==> src/rtl/note_frame_accumulator_if.sv <==
// note_frame_accumulator_if: bin stream, visualizer handshake and status bundle
interface note_frame_accumulator_if #(
  parameter int W = 5,
  parameter int D = 11,
  parameter int BIN_QTY = 12,
  parameter int OCTAVES = 5
);
  localparam int AW = W + D;
  localparam int IW = $clog2(BIN_QTY * OCTAVES);
  logic bin_valid;
  logic [IW-1:0] bin_idx;
  logic [AW-1:0] bin_amp;
  logic frame_end;
  logic lv_done;
  logic [BIN_QTY-1:0][AW-1:0] amp_out;
  logic lv_start;
  logic busy;
  logic dropped;
  modport master (
    output bin_valid, bin_idx, bin_amp, frame_end, lv_done,
    input amp_out, lv_start, busy, dropped
  );
  modport slave (
    input bin_valid, bin_idx, bin_amp, frame_end, lv_done,
    output amp_out, lv_start, busy, dropped
  );
endinterface

==> src/rtl/note_frame_accumulator.sv <==
// note_frame_accumulator: folds octave bins into note sums, IIR-smooths them per frame and hands
// a stable amplitude array to the visualizer. Optional macro PEAK_ATTACK_EN: instant attack on rise.
module note_frame_accumulator #(
  parameter int W = 5,
  parameter int D = 11,
  parameter int BIN_QTY = 12,
  parameter int OCTAVES = 5,
  parameter int DECAY_SHIFT = 2
) (
  input logic clk,
  input logic rst,
  note_frame_accumulator_if.slave bus
);
  localparam int AW = W + D;
  localparam int IW = $clog2(BIN_QTY * OCTAVES);
  localparam int NW = $clog2(BIN_QTY);
  localparam logic [AW-1:0] MAX = '1;
  typedef enum logic [1:0] {ACCUM, FILTER, ISSUE} state_t;
  state_t state_q, state_d;
  logic [NW-1:0] cnt_q, cnt_d;
  logic [AW-1:0] sum_q [BIN_QTY];
  logic [AW-1:0] sum_d [BIN_QTY];
  logic [AW-1:0] filt_q [BIN_QTY];
  logic [AW-1:0] filt_d [BIN_QTY];
  logic [BIN_QTY-1:0][AW-1:0] amp_q, amp_d;
  logic lv_busy_q, lv_busy_d;
  logic dropped_q, dropped_d;
  logic start;
  logic in_range;
  logic [NW-1:0] note;
  logic [AW:0] acc;
  logic [AW-1:0] sat;
  logic signed [AW:0] diff;
  logic signed [AW+1:0] dx;
  logic signed [AW+1:0] nxt;
  logic [AW-1:0] clamped;
  assign note = NW'(bus.bin_idx % IW'(BIN_QTY));
  assign in_range = int'(bus.bin_idx) < BIN_QTY * OCTAVES;
  assign acc = {1'b0, sum_q[note]} + {1'b0, bus.bin_amp};
  assign sat = acc[AW] ? MAX : acc[AW-1:0];
  assign diff = $signed({1'b0, sum_q[cnt_q]}) - $signed({1'b0, filt_q[cnt_q]});
  assign dx = {diff[AW], diff};
  assign nxt = $signed({2'b00, filt_q[cnt_q]}) + (dx >>> DECAY_SHIFT);
  assign clamped = nxt[AW+1] ? '0 : (nxt[AW] ? MAX : nxt[AW-1:0]);
  assign start = (state_q == ISSUE) && (!lv_busy_q || bus.lv_done);
  assign bus.amp_out = amp_q;
  assign bus.lv_start = start;
  assign bus.busy = state_q != ACCUM;
  assign bus.dropped = dropped_q;
  // next-state: accumulate bins, filter one note per cycle, then wait for the visualizer
  always_comb begin
    state_d = state_q;
    cnt_d = cnt_q;
    sum_d = sum_q;
    filt_d = filt_q;
    amp_d = amp_q;
    lv_busy_d = start | (lv_busy_q & ~bus.lv_done);
    dropped_d = dropped_q | ((state_q != ACCUM) & (bus.bin_valid | bus.frame_end));
    if (state_q == ACCUM) begin
      dropped_d = dropped_q | (bus.bin_valid & ~in_range);
      if (bus.bin_valid && in_range) sum_d[note] = sat;
      if (bus.frame_end) state_d = FILTER;
    end
    if (state_q == FILTER) begin
`ifdef PEAK_ATTACK_EN
      filt_d[cnt_q] = sum_q[cnt_q] > filt_q[cnt_q] ? sum_q[cnt_q] : clamped;
`else
      filt_d[cnt_q] = clamped;
`endif
      sum_d[cnt_q] = '0;
      cnt_d = cnt_q == NW'(BIN_QTY - 1) ? '0 : cnt_q + NW'(1);
      state_d = cnt_q == NW'(BIN_QTY - 1) ? ISSUE : FILTER;
    end
    if (start) begin
      for (int i = 0; i < BIN_QTY; i++) amp_d[i] = filt_q[i];
      state_d = ACCUM;
    end
  end
  // state, per-note storage and sticky flags
  always_ff @(posedge clk or negedge rst) begin
    if (!rst) begin
      state_q <= ACCUM;
      cnt_q <= '0;
      amp_q <= '0;
      lv_busy_q <= 1'b0;
      dropped_q <= 1'b0;
      for (int i = 0; i < BIN_QTY; i++) begin
        sum_q[i] <= '0;
        filt_q[i] <= '0;
      end
    end else begin
      state_q <= state_d;
      cnt_q <= cnt_d;
      amp_q <= amp_d;
      lv_busy_q <= lv_busy_d;
      dropped_q <= dropped_d;
      sum_q <= sum_d;
      filt_q <= filt_d;
    end
  end
endmodule

==> src/flat_wrapper.sv <==
// flat-port wrapper written by rule: the top's interface ports become plain ports
module note_frame_accumulator_flat 
#(
  parameter int W = 5,
  parameter int D = 11,
  parameter int BIN_QTY = 12,
  parameter int OCTAVES = 5,
  parameter int DECAY_SHIFT = 2
)
  (clk, rst, bus_bin_valid, bus_bin_idx, bus_bin_amp, bus_frame_end, bus_lv_done, bus_amp_out, bus_lv_start, bus_busy, bus_dropped);
  note_frame_accumulator_if #(.W(W), .D(D), .BIN_QTY(BIN_QTY), .OCTAVES(OCTAVES)) bus_i ();
  input logic clk;
  input logic rst;
  input wire logic [$bits(bus_i.bin_valid)-1:0] bus_bin_valid;
  input wire logic [$bits(bus_i.bin_idx)-1:0] bus_bin_idx;
  input wire logic [$bits(bus_i.bin_amp)-1:0] bus_bin_amp;
  input wire logic [$bits(bus_i.frame_end)-1:0] bus_frame_end;
  input wire logic [$bits(bus_i.lv_done)-1:0] bus_lv_done;
  output wire logic [$bits(bus_i.amp_out)-1:0] bus_amp_out;
  output wire logic [$bits(bus_i.lv_start)-1:0] bus_lv_start;
  output wire logic [$bits(bus_i.busy)-1:0] bus_busy;
  output wire logic [$bits(bus_i.dropped)-1:0] bus_dropped;
  assign bus_i.bin_valid = bus_bin_valid;
  assign bus_i.bin_idx = bus_bin_idx;
  assign bus_i.bin_amp = bus_bin_amp;
  assign bus_i.frame_end = bus_frame_end;
  assign bus_i.lv_done = bus_lv_done;
  assign bus_amp_out = bus_i.amp_out;
  assign bus_lv_start = bus_i.lv_start;
  assign bus_busy = bus_i.busy;
  assign bus_dropped = bus_i.dropped;
  note_frame_accumulator #(.W(W), .D(D), .BIN_QTY(BIN_QTY), .OCTAVES(OCTAVES), .DECAY_SHIFT(DECAY_SHIFT)) u_core (.clk(clk), .rst(rst), .bus(bus_i));
endmodule
==> config.mk <==
export PLATFORM = sky130hd
export DESIGN_NAME = note_frame_accumulator_flat
export DESIGN_NICKNAME = d
export VERILOG_FILES = /design/src/rtl/note_frame_accumulator_if.sv /design/src/rtl/note_frame_accumulator.sv /design/src/flat_wrapper.sv
export SDC_FILE = /design/constraint.sdc
export NUM_CORES = 1
export LEC_CHECK = 0
export BUFFER_PORTS_ARGS = -buffer_cell sky130_fd_sc_hd__buf_2
export CORE_MARGIN = 10
export CORE_UTILIZATION = 55
export CTS_CLUSTER_DIAMETER = 50
export CTS_CLUSTER_SIZE = 14
export DETAILED_ROUTE_END_ITERATION = 10
export PLACE_DENSITY = 0.74
export SLEW_MARGIN = 20
export SYNTH_ARGS = -nofsm -noshare
export SYNTH_HDL_FRONTEND = slang
export SYNTH_SLANG_ARGS = --single-unit
==> constraint.sdc <==
create_clock -name clk -period 6.7 [get_ports clk]
set_input_delay 0 -clock clk [delete_from_list [all_inputs] [get_ports clk]]
set_output_delay 0 -clock clk [all_outputs]
set_load 0.1 [all_outputs]
======== Word level (Yosys, flattened, before mapping) ========
Index checks and enable logic that the tools add are counted.
word-level totals
  register bits ........................... 584
  input bits .............................. 27
  output and inout bits ................... 195
  word-level logic and storage cells ...... 105
cells by class
  add/subtract/negate cells ............... 4
  div/mod/pow operators ................... 1
  order comparisons ....................... 5
  equal/unequal tests ..................... 3
  mux-type cells .......................... 28
  bitwise logic cells ..................... 13
  reduce and logical (&&, ||, !) cells .... 11
operator list
  kind                                                      count
  two-way mux 192 bit                                       3
  bitwise mux 192 bit                                       2
  bitwise AND 192 bit                                       1
  binary-select mux 16 bit (select 4 bit)                   3
  inverter 192 bit                                          1
  two-way mux 16 bit                                        11
  demux 16 bit (select 4 bit)                               2
  adder 17 x 15 -> 18 bit                                   1
  adder 16 x 16 -> 17 bit                                   1
  subtractor 16 x 16 -> 17 bit                              1
  greater-or-equal comparator 5 bit, second input constant  2
  < comparator 5 x 1 -> 1 bit, second input constant        2
  two-way mux 2 bit                                         5
  inverter 4 -> 5 bit                                       2
  < comparator 6 bit, second input constant                 1
  modulo 6 x 4 -> 6 bit, second input constant              1
  nonzero test 3 bit                                        2
  adder 4 x 1 -> 4 bit, second input constant               1
  == test 4 bit, second input constant                      1
  logical AND 1 bit                                         4
  two-way mux 4 bit                                         1
  bitwise OR 1 bit                                          4
  bitwise AND 1 bit                                         3
  == test 2 x 1 -> 1 bit, second input constant             1
  8 further kinds                                           9

======== Depth between registers and ports, before layout ========
Gate-level depths: netlist of the first run.
  word-level depth ........................ 12
  mapped depth ............................ 28
  gate-level depth less buffers ........... 22

======== Least setup slack after synthesis of the first run ========
Ideal clock, no wire load.
  path kind ............................... reg-to-reg
  start ................................... register u_core.cnt_q[0]
  end ..................................... register u_core.filt_q[134] in the netlist's numbering
  library setup time ...................... 0.142 ns
  arrival ................................. 6.780 ns
  data required time ...................... 6.558 ns
  slack ................................... -0.222 ns
  stages on the path, launching flop included .. 27
  buffers on the path ..................... 6
  period minus slack after synthesis ...... 6.922 ns
  path through ............................ dfrtp_1 > buf_2 > buf_1 > clkbuf_1 > buf_1 > mux4_2 > nand2_1 > o21ai_0 > ha_1 > a21oi_1 > o21ai_0 > o41ai_1 > o31ai_2 > and2_1 > or2_2 > a21o_1 > xor2_1 > ha_1 > o211ai_1 > a221o_1 > a21oi_1 > o2111a_1 > clkbuf_1 > o21ai_0 > o21ai_1 > buf_2 > a211oi_1
on the way
  cells in the longest elaborated chain, start to end .. 9
  elaborated cells on any way between the ends .. 17
  classes of those cells .................. add/sub: 2; order compare: 2; mux: 11; bitwise: 1; reduce/logical: 1
ends and longest elaborated chain
  item                                                        line                                                                                      RTL
  from (decl)                                                 note_frame_accumulator.sv:20                                                              logic [NW-1:0] cnt_q, cnt_d;
  from (signal assigned)                                      note_frame_accumulator.sv:93                                                              cnt_q <= cnt_d;
  inverter 4 -> 5 bit (implied by the code) *                 note_frame_accumulator.sv:41, note_frame_accumulator.sv:43, note_frame_accumulator.sv:68
  binary-select mux 16 bit (select 4 bit) (on tied branches)  note_frame_accumulator.sv:41, note_frame_accumulator.sv:43
  two-way mux 16 bit (on tied branches) (2 in a row)          note_frame_accumulator.sv:41, note_frame_accumulator.sv:43
  subtractor 16 x 16 -> 17 bit                                note_frame_accumulator.sv:41                                                              assign diff = $signed({1'b0, sum_q[cnt_q]}) - $signed({1'b0, filt_q[cnt_q]});
  adder 17 x 15 -> 18 bit                                     note_frame_accumulator.sv:43                                                              assign nxt = $signed({2'b00, filt_q[cnt_q]}) + (dx >>> DECAY_SHIFT);
  two-way mux 16 bit (2 in a row)                             note_frame_accumulator.sv:44                                                              assign clamped = nxt[AW+1] ? '0 : (nxt[AW] ? MAX : nxt[AW-1:0]);
  bitwise mux 192 bit *                                       note_frame_accumulator.sv:68                                                              filt_d[cnt_q] = clamped;
  to (signal assigned)                                        note_frame_accumulator.sv:98                                                              filt_q <= filt_d;
  to (decl)                                                   note_frame_accumulator.sv:23                                                              logic [AW-1:0] filt_q [BIN_QTY];
Every way passes the cells marked *; elsewhere a longest branch is shown, timed or not. The select of a mux whose other input is x is not followed.
A chain may end at the register's enable or synchronous reset.

======== Worst setup path after layout of the first run ========
  start ................................... register u_core.cnt_q[0]
  end ..................................... register u_core.filt_q[7] in the netlist's numbering
The elaborated chain is that of the path after synthesis.

==> flow_summary.rst, run 1 <==
.. list-table::
   :header-rows: 1

   * - Metric
     - Value
   * - Worst hold path type
     - input port to asynchronous set/reset pin
   * - Max Slew Vio Count
     - 0
   * - Root Buffer
     - sky130_fd_sc_hd__clkbuf_16
   * - Detail Placement HPWL
     - 64600 um
   * - Number of antenna repair diodes
     - 0
   * - Via density per instance
     - 6.39
   * - Total area of multi-input combinational cells
     - 14000 um^2
   * - DIE HEIGHT
     - 252 um
   * - Overall global routing resource usage
     - 28.9%
   * - Pin count of the biggest net entering global routing
     - 173
   * - Post-synthesis cell type count
     - 61
   * - Ys flop type
     - sky130_fd_sc_hd__dfrtp_1
   * - Count of port buffers added during placement
     - 221
   * - Horizontal extent of the die
     - 252 um
   * - Element type at the critical path start
     - flop
   * - Slew margin rel.
     - 29.1%
   * - Wire length per cell
     - 24.2 um
   * - Net count after synthesis
     - 3057
   * - Count of state elements after synthesis
     - 584
   * - Warnings from Yosys
     - 0
   * - Clock slew at reported path FFs
     - 0.07 ns
   * - CTS Buffer Depth
     - 3
   * - Final global-route overflow total
     - 0
   * - Drt pass-1 iters
     - 9
   * - Number of DRC markers after the initial detailed-route iteration
     - 2818
   * - Utilization of the core after routing
     - 62.7%
   * - Number of flops mapped to enable cells by yosys
     - 0
   * - Insertion delay to the later sink of the worst-skew pair
     - 0.65 ns
   * - Number of buffers created by CTS
     - 56
   * - Post-layout nets
     - 3212
   * - Fmax achieved
     - 0.157 GHz
   * - Critical path's largest stage delay
     - 0.61 ns
   * - Crit path cell chain
     - buf_12 -> mux4_2 -> mux2i_1 -> o21ai_0 -> ha_1 -> nand4_1 -> or3_1 -> o31ai_2 -> a21oi_1 -> o21a_1 -> a31oi_1 -> a21boi_0 -> ha_1 -> a2111oi_2 -> nand2_1 -> o2111ai_1 -> a22oi_1 -> a31o_2 -> xor2_4 -> buf_12 -> nor2_1 -> buf_4 -> a211oi_2
   * - MaxCap Viol Count
     - 0
   * - Initial antenna violation count
     - 0
   * - Critical Path End Type
     - flop
   * - Count of unresolved DRC violations after routing
     - 0
   * - Worst-case clock skew
     - 0.0472 ns
   * - Fill count
     - 4254
   * - GPL Wtd Cong
     - 0.954
   * - CP max stage cell
     - sky130_fd_sc_hd__dfrtp_4
   * - Cell area after technology mapping
     - 29700 um^2
   * - CTS tree
     - built
   * - Accumulated negative setup slack
     - 0 ns
   * - Initial Util
     - 55.4%
   * - Area of the core
     - 53600 um^2
   * - Post-Synthesis Cells
     - 2974
   * - Tcrit/Tclk final
     - 95.1%
   * - First-pass GRT wire length
     - 144000 um
   * - Number of global-route vias before repair
     - 24400
   * - Critical path data arrival time
     - 6.86 ns
   * - Total number of vias
     - 24600
   * - Area of the die
     - 63600 um^2
   * - Layout cells sized above 1
     - 21.1%
   * - RSZ-0062 raised after global routing
     - false
   * - FP Rows
     - 85
   * - Sequential-to-total area share from yosys stat
     - 49.2%
   * - Post-DRT Antenna Nets
     - 0
   * - Maximum level of the CTS H-tree
     - 2
   * - Largest fanout of any net on the critical path
     - 15
   * - P&R area growth vs syn
     - 13.3%
   * - Register area
     - 14600 um^2
   * - Worst Tran Pin Value
     - 1.06 ns
   * - Final-report hold violation count
     - 0
   * - CP Class
     - flop to flop
   * - Final critical-path required period
     - 6.37 ns
   * - Required time at the worst-slack endpoint
     - 7.19 ns
   * - Asr flop ratio synth
     - 100%
   * - Result of the run
     - completed
   * - Top Ports
     - 222
   * - Syn Area/Cell
     - 9.98 um^2
   * - CTS sink cnt
     - 584
   * - Routed WL
     - 93300 um
   * - Setup-violating endpoint count in the final report
     - 0
## repair_timing
| item | CTS | global route |
|---|---|---|
| hold buffers | 7 | 0 |
| setup endpoints to repair | 0 | 192 |
| gates resized for setup | 0 | 4 |
| hold endpoints to repair | 108 | 0 |
| setup buffers | 0 | 2 |
## critical path: cells and delay by family (launching register included)
| family | cells | cell delay (ns) |
|---|---|---|
| flip-flops | 1 | 0.61 |
| multiplexers | 2 | 0.79 |
| buffers and inverters | 3 | 0.64 |
| XOR/XNOR | 1 | 0.17 |
| AO/OA/AOI/OAI | 11 | 2.30 |
| AND/OR/NAND/NOR | 4 | 0.92 |
| adder cells (fa/ha/maj) | 2 | 0.75 |
## Yosys cell counts (all sizes together), types with 3 or more instances
cell type  instances  area (um^2)
nor2b              5         31.3
o21ai            252         1260
a31oi              4         25.0
and2               9         56.3
a211oi           198         1890
o22a              15          131
o21a              11         82.6
nor3              11         60.1
a21oi            219         1100
mux2              16          180
inv               32          120
nand3             15         75.1
dfrtp            584        14600
nand3b             4         30.0
o41ai              3         26.3
ha                54          676
nand2b             8         50.1
o211ai             9         67.6
and3               9         56.3
mux2i             78          781
nor2             313         1170
xnor2             20          175
clkbuf           188          706
nand4             14         87.6
or3                5         31.3
o22ai              7         43.8
xor2              14          130
buf               55          268
o21bai             6         45.0
nand2            642         2410
or2                4         25.0
mux4             128         2880
a21o              15          113
## state kept, by name (all words and copies together), names as in the netlist
name                flops
u_core.bus.amp_out    192
u_core.filt_q         192
u_core.sum_q          192
u_core.cnt_q            4
u_core.state_q          2
u_core.bus.dropped      1
u_core.lv_busy_q        1
## path summary, 6_finish.rpt
check,to,startpoint,slack [ns],cells past startpoint
worst max register to register,u_core.filt_q[7],u_core.cnt_q[0],0.33,23
worst max-delay path,u_core.filt_q[7],u_core.cnt_q[0],0.33,23
worst min register to register,u_core.bus.amp_out[67],u_core.bus.amp_out[67],0.47,2
worst min-delay path,u_core.bus.amp_out[120],rst,0.009,3
max in group asynchronous,u_core.sum_q[68],rst,5.69,3
min in group clk,u_core.sum_q[115],bus_bin_amp[3],0.12,6
## cells by family (layout without fill, tap and decap cells)
| kind of cell | Yosys count | count (layout) | share of synthesized area (%) |
|---|---|---|---|
| mux | 222 | 222 | 13.0 |
| flops | 584 | 584 | 49.2 |
| fa+ha+maj | 56 | 56 | 2.41 |
| compound gates | 760 | 760 | 16.8 |
| xor+xnor | 34 | 34 | 1.03 |
| simple gates | 1042 | 1042 | 13.9 |
| buf+inv | 276 | 460 | 3.70 |
## final cells by class
cell class                      count  area share, %
Clock buffer                       65           4.42
Clock inverter                     22          0.875
Inverter                           33          0.383
Multi-Input combinational cell   2114           41.7
Sequential cell                   584           43.5
Tap cell                          696           2.59
Timing Repair Buffer              340           6.52
## cell usage in the layout (no fill, tap or decap), types with 5 or more instances in the layout
cell type	Yosys	final
sky130_fd_sc_hd__nand2_1	642	642
sky130_fd_sc_hd__dfrtp_1	584	582
sky130_fd_sc_hd__nor2_1	313	309
sky130_fd_sc_hd__o21ai_0	239	238
sky130_fd_sc_hd__a21oi_1	219	219
sky130_fd_sc_hd__buf_2	19	219
sky130_fd_sc_hd__mux4_2	128	128
sky130_fd_sc_hd__a211oi_1	118	118
sky130_fd_sc_hd__buf_4	8	101
sky130_fd_sc_hd__a211oi_2	80	80
sky130_fd_sc_hd__mux2i_1	78	78
sky130_fd_sc_hd__clkbuf_16	0	56
sky130_fd_sc_hd__ha_1	54	54
sky130_fd_sc_hd__inv_1	31	31
sky130_fd_sc_hd__xnor2_1	20	20
sky130_fd_sc_hd__mux2_2	16	16
sky130_fd_sc_hd__nand3_1	15	15
sky130_fd_sc_hd__a21o_1	15	15
sky130_fd_sc_hd__o22a_1	15	15
sky130_fd_sc_hd__nand4_1	14	14
sky130_fd_sc_hd__o21ai_1	13	13
sky130_fd_sc_hd__xor2_1	13	13
sky130_fd_sc_hd__o21a_1	11	11
sky130_fd_sc_hd__buf_12	0	11
sky130_fd_sc_hd__and2_1	9	9
sky130_fd_sc_hd__and3_1	9	9
sky130_fd_sc_hd__o211ai_1	9	9
sky130_fd_sc_hd__nand2b_1	8	8
sky130_fd_sc_hd__o22ai_1	7	7
sky130_fd_sc_hd__nor3_1	10	6
sky130_fd_sc_hd__o21bai_1	6	6
sky130_fd_sc_hd__dlygate4sd3_1	0	6
sky130_fd_sc_hd__nor3_2	1	5
sky130_fd_sc_hd__nor2b_1	5	5
sky130_fd_sc_hd__or3_1	5	5
sky130_fd_sc_hd__clkinv_2	0	5
sky130_fd_sc_hd__clkbuf_8	0	5
## metal layers
metal	global-route usage [%]	vias up	wire length, um
met1	36.1	12300	35300
met4	14.3	0	4930
met2	47.4	1341	45200
met3	5.71	272	7900
li1	-	10800	-
met5	0	-	0
## per-stage QoR
step / cells / setup WS [ns] / cell area (um^2) / hold slack [ns]
after floorplan: 2974 / 0.00851 / 29700 / -0.296
after global placement: 3758 / 0.217 / 31700 / 0.0270
after detailed placement: 3758 / 0.122 / 31700 / 0.0342
after CTS: 3852 / 0.0763 / 33600 / 0.0190
after global routing: 3854 / 0.0249 / 33600 / 0.0636
final: 3854 / 0.330 / 33600 / 0.00863
Power of run 1 is not shown: default switching activity piles up to over one toggle a cycle in this logic, so the estimate is an artifact.
==> run 2, diff against run 1 <==
--- a/config.mk
+++ b/config.mk
@@ -7,11 +7,12 @@
 export LEC_CHECK = 0
 export BUFFER_PORTS_ARGS = -buffer_cell sky130_fd_sc_hd__buf_2
 export CORE_MARGIN = 10
-export CORE_UTILIZATION = 55
+export CORE_UTILIZATION = 45
 export CTS_CLUSTER_DIAMETER = 50
 export CTS_CLUSTER_SIZE = 14
 export DETAILED_ROUTE_END_ITERATION = 10
-export PLACE_DENSITY = 0.74
+export PLACE_DENSITY = 0.62
+export SETUP_SLACK_MARGIN = 0.4
 export SLEW_MARGIN = 20
 export SYNTH_ARGS = -nofsm -noshare
 export SYNTH_HDL_FRONTEND = slang
==> flow_summary.rst, run 2 (synthesized netlist as in run 1, its figures left out) <==
.. list-table::
   :header-rows: 1

   * - Metric
     - Value
   * - Required time at the worst-slack endpoint
     - 7.19 ns (about the same)
   * - Final-report hold violation count
     - 0 (unchanged)
   * - Largest fanout of any net on the critical path
     - 16 (was 15)
   * - Launching point of the worst reg2reg path
     - u_core.cnt_q[0] (unchanged)
   * - Area of the core
     - 65600 um^2 (was 53600 um^2)
   * - Critical path data arrival time
     - 6.61 ns (was 6.86 ns)
   * - Total number of vias
     - 24200 (was 24600)
   * - Post-layout nets
     - 3237 (was 3212)
   * - CTS tree
     - built (unchanged)
   * - Post-DRT Antenna Nets
     - 0 (unchanged)
   * - Number of DRC markers after the initial detailed-route iteration
     - 2544 (was 2818)
   * - Fraction of met3 tracks used by global routing
     - 3.68% (was 5.71%)
   * - MaxCap Viol Count
     - 0 (unchanged)
   * - Worst-case clock skew
     - 0.0495 ns (was 0.0472 ns)
   * - Initial antenna violation count
     - 0 (unchanged)
   * - P&R area growth vs syn
     - 17.0% (was 13.3%)
   * - Busiest grt layer
     - met2 (unchanged)
   * - Area of the die
     - 76600 um^2 (was 63600 um^2)
   * - Insertion delay to the later sink of the worst-skew pair
     - 0.64 ns (was 0.65 ns)
   * - Worst hold path type
     - input port to asynchronous set/reset pin (unchanged)
   * - GPL Wtd Cong
     - 0.928 (was 0.954)
   * - Final global-route overflow total
     - 0 (unchanged)
   * - Max Slew Vio Count
     - 0 (unchanged)
   * - Element type at the critical path start
     - flop (unchanged)
   * - CTS sink cnt
     - 584 (unchanged)
   * - Pin count of the biggest net entering global routing
     - 204 (was 173)
   * - Clock slew at reported path FFs
     - 0.06 ns (was 0.07 ns)
   * - Count of unresolved DRC violations after routing
     - 0 (unchanged)
   * - Top cell family by delay on the critical path
     - compound AO/OA/AOI/OAI gates (unchanged)
   * - Number of global-route vias before repair
     - 24100 (was 24400)
   * - Final critical-path required period
     - 6.13 ns (was 6.37 ns)
   * - Global Route met1 Usage
     - 32.1% (was 36.1%)
   * - Accumulated negative setup slack
     - 0 ns (unchanged)
   * - Initial Util
     - 45.2% (was 55.4%)
   * - Result of the run
     - completed (unchanged)
   * - Via density per instance
     - 5.95 (was 6.39)
   * - Number of buffers created by CTS
     - 68 (was 56)
   * - Maximum level of the CTS H-tree
     - 3 (was 2)
   * - CTS Buffer Depth
     - 3 (unchanged)
   * - Setup-violating endpoint count in the final report
     - 0 (unchanged)
   * - Commonest non-fill, non-tap cells in the layout
     - sky130_fd_sc_hd__nand2_1 (642), sky130_fd_sc_hd__dfrtp_1 (582), sky130_fd_sc_hd__nor2_1 (305) (was sky130_fd_sc_hd__nand2_1 (642), sky130_fd_sc_hd__dfrtp_1 (582), sky130_fd_sc_hd__nor2_1 (309))
   * - GR Layer Usage met2
     - 40.5% (was 47.4%)
   * - Critical Path End Type
     - flop (unchanged)
   * - Overall global routing resource usage
     - 24.6% (was 28.9%)
   * - Routed WL
     - 97200 um (was 93300 um)
   * - R2r worst-path depth
     - 25 (was 23)
   * - Layout cells sized above 1
     - 22.9% (was 21.1%)
   * - Top Ports
     - 222 (unchanged)
   * - CP Class
     - flop to flop (unchanged)
   * - Detail Placement HPWL
     - 66400 um (was 64600 um)
   * - Register-to-register setup slack
     - 0.57 ns (was 0.33 ns)
   * - Commonest non-fill, non-tap cell in the layout
     - sky130_fd_sc_hd__nand2_1 (unchanged)
   * - Fmax achieved
     - 0.163 GHz (was 0.157 GHz)
   * - DIE HEIGHT
     - 277 um (was 252 um)
   * - Critical path's largest stage delay
     - 0.52 ns (was 0.61 ns)
   * - Utilization of the core after routing
     - 52.9% (was 62.7%)
   * - Reg2reg end
     - u_core.filt_q[145] (was u_core.filt_q[7])
   * - Wire length per cell
     - 23.9 um (was 24.2 um)
   * - CP max stage cell
     - sky130_fd_sc_hd__mux4_2 (was sky130_fd_sc_hd__dfrtp_4)
   * - Horizontal extent of the die
     - 277 um (was 252 um)
   * - Slew margin rel.
     - 26.6% (was 29.1%)
   * - Tcrit/Tclk final
     - 91.5% (was 95.1%)
   * - FP Rows
     - 94 (was 85)
   * - Crit path buffers/inverters
     - 5 (was 3)
   * - RSZ-0062 raised after global routing
     - true (was false)
   * - First-pass GRT wire length
     - 149000 um (was 144000 um)
   * - Worst Tran Pin Value
     - 1.10 ns (was 1.06 ns)
   * - Drt pass-1 iters
     - 6 (was 9)
   * - Root Buffer
     - sky130_fd_sc_hd__clkbuf_16 (unchanged)
   * - Count of port buffers added during placement
     - 221 (unchanged)
==> run 2: repair_timing <==
item	in CTS	in global routing
gates resized for setup	2	34
setup buffers	8	13
endpoints found under the setup margin	192	192
pin swaps	0	4
hold buffers	5	0
hold endpoints to repair	102	0
gates cloned	0	3
==> run 2: how the worst max path moves through the flow <==
stage,start,to,slack (ns),depth (start not counted)
finish,u_core.cnt_q[0],u_core.filt_q[145],0.57,25
global route,u_core.cnt_q[0],u_core.filt_q[145],0.37,26
CTS,u_core.cnt_q[0],u_core.filt_q[99],0.42,23
detailed placement,u_core.cnt_q[0],u_core.filt_q[162],0.11,23
global placement,u_core.cnt_q[0],u_core.filt_q[106],0.05,23
floorplan,u_core.cnt_q[0],u_core.filt_q[4],0.40,26
==> run 2: metal layers <==
layer / wire length [um] / vias up
met5: 0 / -
met3: 6240 / 214
met1: 39300 / 12100
met4: 4190 / 0
li1: - / 10900
met2: 47400 / 1037
==> run 2: worst register-to-register path, cell delays in order, from the launching register on <==
cell                       delay [ns]
sky130_fd_sc_hd__dfrtp_4         0.43
sky130_fd_sc_hd__clkbuf_4        0.21
sky130_fd_sc_hd__buf_12          0.20
sky130_fd_sc_hd__mux4_2          0.52
sky130_fd_sc_hd__mux2i_1         0.15
sky130_fd_sc_hd__o21ai_0         0.15
sky130_fd_sc_hd__ha_1            0.37
sky130_fd_sc_hd__buf_4           0.16
sky130_fd_sc_hd__nand2_1         0.06
sky130_fd_sc_hd__o21ai_0         0.16
sky130_fd_sc_hd__o41ai_2         0.29
sky130_fd_sc_hd__o31ai_2         0.14
sky130_fd_sc_hd__buf_4           0.17
sky130_fd_sc_hd__and2_1          0.19
sky130_fd_sc_hd__or2_2           0.30
sky130_fd_sc_hd__a21o_1          0.19
sky130_fd_sc_hd__xor2_1          0.15
sky130_fd_sc_hd__ha_2            0.39
sky130_fd_sc_hd__o211ai_1        0.14
sky130_fd_sc_hd__a221o_1         0.40
sky130_fd_sc_hd__a21oi_4         0.21
sky130_fd_sc_hd__o2111a_2        0.31
sky130_fd_sc_hd__o21ai_0         0.13
sky130_fd_sc_hd__o21ai_1         0.15
sky130_fd_sc_hd__buf_4           0.31
sky130_fd_sc_hd__a211oi_1        0.11
==> run 2: per-stage QoR <==
| stage | setup slack (ns) | std cells | area (um^2) | hold slack (ns) |
|---|---|---|---|---|
| 2_1_floorplan | 0.401 | 2974 | 29700 | -0.296 |
| 3_3_place_gp | 0.0521 | 3917 | 31900 | 0.117 |
| 3_5_place_dp | 0.114 | 3917 | 31900 | 0.129 |
| 4_1_cts | 0.415 | 4050 | 34400 | 0.0120 |
| 5_1_grt | 0.373 | 4068 | 34700 | 0.0725 |
| 6_report | 0.573 | 4069 | 34700 | 0.0315 |
==> run 2: cell type report <==
cell class                 count  area, um^2
antenna                        1        2.50
clock buffer                  77        1810
clock inverter                43         563
fill                        5822       30900
inverter                      33         129
multi-input combinational   2115       14100
sequential                   584       14600
tap                          864        1080
timing repair buffer         352        2390
Power of run 2 is left out for the same reason.
